`src/rtl/eviction_write_buffer.sv`:
```
// eviction_write_buffer: coalescing FIFO of evicted dirty lines with read-miss forwarding
module eviction_write_buffer #(
  parameter int DEPTH = 2
) (
  input  logic         clk,
  input  logic         reset,
  input  logic         wb_write,
  input  logic [15:0]  wb_addr,
  input  logic [127:0] wb_wdata,
  output logic         wb_full,
  input  logic [15:0]  rd_addr,
  output logic         rd_hit,
  output logic [127:0] rd_hit_data,
  output logic         wb_pending,
  input  logic         wr_grant,
  output logic         pmem_write,
  output logic [15:0]  pmem_address,
  output logic [127:0] pmem_wdata,
  input  logic         pmem_resp
);
  localparam int PW = $clog2(DEPTH);
  localparam int CW = PW + 1;
  localparam logic [0:0] IDLE  = 1'b0;
  localparam logic [0:0] WRITE = 1'b1;
  logic [DEPTH-1:0] valid;
  logic [11:0]      laddr [DEPTH];
  logic [127:0]     data  [DEPTH];
  logic [PW-1:0]    head, tail, idx, csel, fsel;
  logic [CW-1:0]    count;
  logic [0:0]       state;
  logic             chit, fhit, app, pop;
  logic             unused_low;
  assign unused_low   = ^{wb_addr[3:0], rd_addr[3:0]};
  assign wb_full      = count == CW'(DEPTH);
  assign wb_pending   = count != '0;
  assign pmem_write   = state == WRITE;
  assign pmem_address = {laddr[head], 4'b0};
  assign pmem_wdata   = data[head];
  assign rd_hit       = fhit;
  assign rd_hit_data  = fhit ? data[fsel] : '0;
  assign app          = wb_write && !chit && !wb_full;
  assign pop          = (state == WRITE) && pmem_resp;
  // Walk head->tail so the last match found is the newest entry; the in-flight head is never a coalesce target
  always_comb begin
    idx  = head;
    csel = '0;
    chit = 1'b0;
    fsel = '0;
    fhit = 1'b0;
    for (int k = 0; k < DEPTH; k++) begin
      idx = head + PW'(k);
      if (valid[idx] && laddr[idx] == wb_addr[15:4] && !(state == WRITE && idx == head)) begin
        chit = wb_write;
        csel = idx;
      end
      if (valid[idx] && laddr[idx] == rd_addr[15:4]) begin
        fhit = 1'b1;
        fsel = idx;
      end
    end
  end
  // FIFO storage, pointers, count and write FSM
  always_ff @(posedge clk) begin
    if (reset) begin
      valid <= '0;
      head  <= '0;
      tail  <= '0;
      count <= '0;
      state <= IDLE;
    end else begin
      if (chit) data[csel] <= wb_wdata;
      if (app) begin
        valid[tail] <= 1'b1;
        laddr[tail] <= wb_addr[15:4];
        data[tail]  <= wb_wdata;
        tail        <= tail + 1'b1;
      end
      if (pop) begin
        valid[head] <= 1'b0;
        head        <= head + 1'b1;
      end
      count <= count + CW'(app) - CW'(pop);
      state <= (state == IDLE) ? ((wb_pending && wr_grant) ? WRITE : IDLE) : (pmem_resp ? IDLE : WRITE);
    end
  end
endmodule

```
`config.mk`:
```
export PLATFORM = sky130hd
export DESIGN_NAME = eviction_write_buffer
export DESIGN_NICKNAME = d
export VERILOG_FILES = /design/src/rtl/eviction_write_buffer.sv
export SDC_FILE = /design/constraint.sdc
export NUM_CORES = 1
export LEC_CHECK = 0
export CAP_MARGIN = 10
export CORE_MARGIN = 1.5
export CORE_UTILIZATION = 46
export DETAILED_ROUTE_END_ITERATION = 8
export GPL_TIMING_DRIVEN = 0
export PLACE_DENSITY = 0.82
export SLEW_MARGIN = 40
export SYNTH_ARGS = -nofsm -noshare
export SYNTH_HDL_FRONTEND = slang
export SYNTH_SLANG_ARGS = --single-unit
```
`constraint.sdc`:
```
create_clock -name clk -period 9.5 [get_ports clk]
set_input_delay 0.95 -clock clk [delete_from_list [all_inputs] [get_ports clk]]
set_output_delay 0.95 -clock clk [all_outputs]
set_load 0.01 [all_outputs]
```
==> flow_summary.yaml <==
synthesis:
  synth_seq_cells: 288
  synth_seq_area_share_pct: 48.0
  synth_compound_area_share_pct: 31.4
  synth-edff-count: 280
  synthAdderAreaFrac_pct: 0.140
  synth_xor_area_share_pct: 2.50
  synth_area_um2: 17900
  synth_mux_area_share_pct: 9.74
  synth_top_family_by_area: "compound AO/OA/AOI/OAI gates"
  syn-instance-count: 1417
  syn_avg_cell_area_um2: 12.6
  synthFlopType: "edfxtp_1"
  synth-simple-area-share_pct: 1.65
  async_flop_share_pct: 0
  synth_cell_types: 49
  yosysWarnings: 0
global_route:
  grt_max_degree: 18
  overflow: 0
  antenna_found_initial: 6
  grt_pass1_wl_um: 95700
  grt_pass1_vias: 16165
  grt.total_usage_pct: 31.4
worst_setup_path:
  startpoint: "rd_addr[9]"
  reg2reg_slack_ns: 5.47
  max_stage_delay_ns: 0.67
  crit_buf_inv: 4
  cp_top_family: "buffers and inverters"
  slowest_stage: "clkdlybuf4s50_1"
  crit_required_ns: 8.55
  worstReg2RegEnd: "data[0][80]$_DFFE_PP_"
  cp-start-kind: "input pin"
  reg2reg_depth: 12
  timing.critical_path.depth: 8
  path_cells: "clkdlybuf4s50_1 > nor2_1 > nor2_1 > clkbuf_2 > clkbuf_1 > a31oi_1 > a22oi_1 > clkdlybuf4s50_1"
  worstPathArrival_ns: 4.15
  r2r_start: "head$_SDFFE_PP0P_"
  end_kind: "output port"
  critPathKind: "in2out"
  cp_max_fo: 10
  crit_end: "rd_hit_data[9]"
power_and_ir_drop:
  power_mw: 4.34
  power.density_nw_per_um2: 178
  p_leak_nw: 8.27
  clkPwrFrac_pct: 31.9
  switchingPower_mw: 1.31
  internal_power_mw: 3.03
  p_comb_share_pct: 31.6
  vdd_drop_max_v: 0.000158
  seqPwrFrac_pct: 36.5
  power.share.switching_pct: 30.2
job:
  cap_violations: 0
drt:
  wl_um: 64800
  drt_iter0_markers: 1357
  drc: 0
  viasPerCell: 6.57
  wl_per_cell_um: 26.5
  vias: 16045
  drt_pre_antenna_iters: 7
  ant_nets: 0
layout:
  final_nets: 2070
  final_common_cell: "clkdlybuf4s50_1"
  syn2layout_area_growth_pct: 36.2
  nFillCells: 2870
  final_core_util_pct: 64.1
  drive_gt1_share_pct: 27.0
  regArea_um2: 8570
  fin_area_um2: 24300
  multi_input_area_um2: 8160
  layout_common_cells: "clkdlybuf4s50_1 (427), edfxtp_1 (280), a31oi_1 (257)"
sta:
  rsz0062_at_grt: "false"
  relSlewSlack_pct: 49.6
  max_freq_ghz: 0.196
  setup_slack_ns: 4.40
  finalSetupTns_ns: 0
  slew_viol_final: 0
  clock_skew_ns: 0.0147
  period_share_pct: 53.7
  setup_viol: 0
  fin_crit_ns: 5.10
  tightest_slew_ns: 0.755
  hold_viol: 0
floorplan:
  die_height_um: 200
  pin_count: 441
  core_area_um2: 37900
  rows: 71
  chipWidth_um: 200
  dieArea_um2: 40000
  start_util_pct: 47.1
clock_network:
  clk_latency_ns: 0.52
  clk_pin_slew_worst_paths_ns: 0.05
  clockBufferDepth: 3
  cts_setup_buffers: 0
  cts_tree: "done"
  cts-htree-levels: 2
  cts_hold_buf: 0
  post_cts_resized: 0
  cts_buffers: 34
  cts.sinks: 288
  cts-root-buf: "clkbuf_16"
place:
  dp_hpwl_um: 45900
  pre_cts_ws_ns: 4.47
  portBuffers: 427
  dpl-instance-area_um2: 23100
  gp_congestion: 0.920
worst_hold_path:
  hold_path_depth: 2
  hp-class: "reg2reg"
run_status:
  status: "completed"
power by group through the flow:
stage	sequential (mW)	clock, mW	combinational (mW)
3_5_place_dp	1.61	0	1.35
3_3_place_gp	1.65	0	1.30
5_1_grt	1.59	1.44	1.45
4_1_cts	1.58	1.39	1.36
2_1_floorplan	1.62	0	0.669
6_report	1.58	1.38	1.37
worst reg2reg max path, stage by stage, from the launching register on:
cell and delay, ns:
dfxtp_1 0.32, buf_6 0.14, buf_6 0.20, mux2i_1 0.36
xnor2_1 0.15, nor4_2 0.53, nand4_1 0.36, or2_0 0.36
a31oi_4 0.45, buf_8 0.26, buf_8 0.21, buf_8 0.20
buf_8 0.20
through the flow:
step | hold WS (ns) | std cells
floorplan | 0.487 | 1420
global placement | 0.523 | 2358
detailed placement | 0.535 | 2378
CTS | 0.550 | 2437
global route | 0.612 | 2442
finish | 0.544 | 2443
worst min-delay path by stage:
| stage | startpoint | end | slack, ns |
|---|---|---|---|
| global route | valid[1]$_SDFF_PP0_ | valid[1]$_SDFF_PP0_ | 0.61 |
| floorplan | valid[1]$_SDFF_PP0_ | valid[1]$_SDFF_PP0_ | 0.49 |
| detailed placement | count[1]$_SDFF_PP0_ | count[1]$_SDFF_PP0_ | 0.54 |
| CTS | pmem_write$_SDFF_PP0_ | pmem_write$_SDFF_PP0_ | 0.55 |
| global placement | count[1]$_SDFF_PP0_ | count[1]$_SDFF_PP0_ | 0.52 |
| finish | pmem_write$_SDFF_PP0_ | pmem_write$_SDFF_PP0_ | 0.54 |
synthesized netlist by cell type, drive strengths merged (2+ instances only):
| cell | number | area, µm² |
|---|---|---|
| mux2i | 25 | 298 |
| clkbuf | 93 | 349 |
| xnor2 | 47 | 412 |
| nand2 | 4 | 15.0 |
| nor4 | 10 | 75.1 |
| nor3 | 7 | 35.0 |
| nand2b | 2 | 12.5 |
| nor2 | 12 | 45.0 |
| or2 | 2 | 12.5 |
| dfxtp | 8 | 160 |
| nand4 | 6 | 37.5 |
| nor2b | 2 | 12.5 |
| ha | 2 | 25.0 |
| a31oi | 259 | 1620 |
| and4 | 2 | 17.5 |
| a22oi | 128 | 1470 |
| buf | 103 | 759 |
| edfxtp | 280 | 8410 |
| a211oi | 2 | 15.0 |
| inv | 18 | 67.6 |
| xor2 | 4 | 35.0 |
| o211ai | 259 | 2440 |
| mux2 | 128 | 1440 |
sequential cells by signal, indices dropped and copies added, names as in the netlist, named ones only:
signal	flops
pmem_write	1
valid	2
count	2
laddr	24
data	256
head	1
tail	1
routing by layer:
metal	GRT usage (%)	vias to the layer above	wire [µm]
met3	7.41	190	6990
li1	-	6883	-
met1	39.7	7878	24300
met5	0	-	0
met4	14.8	0	2990
met2	51.0	1094	30500
cell families (layout without fill, tap and decap cells):
| logic type | count (synthesis) | count (layout) |
|---|---|---|
| flops | 288 | 288 |
| buf+inv | 214 | 720 |
| compound gates | 656 | 656 |
| xor+xnor | 51 | 51 |
| mux | 153 | 153 |
| other cells | 1 | 10 |
| fa+ha+maj | 2 | 2 |
| simple gates | 52 | 52 |
layout make-up:
cell class              instances  share of cell area, %
repair buffers                447                   18.8
clock inverters                17                  0.946
flip-flops and latches        288                   35.2
clock buffers                  42                   3.88
plain buffers                 196                   4.59
multi-input cells             918                   33.6
well taps                     511                   2.63
inverters                      18                  0.278
diodes                          6                 0.0617
Power figures use the tool's default switching activity.
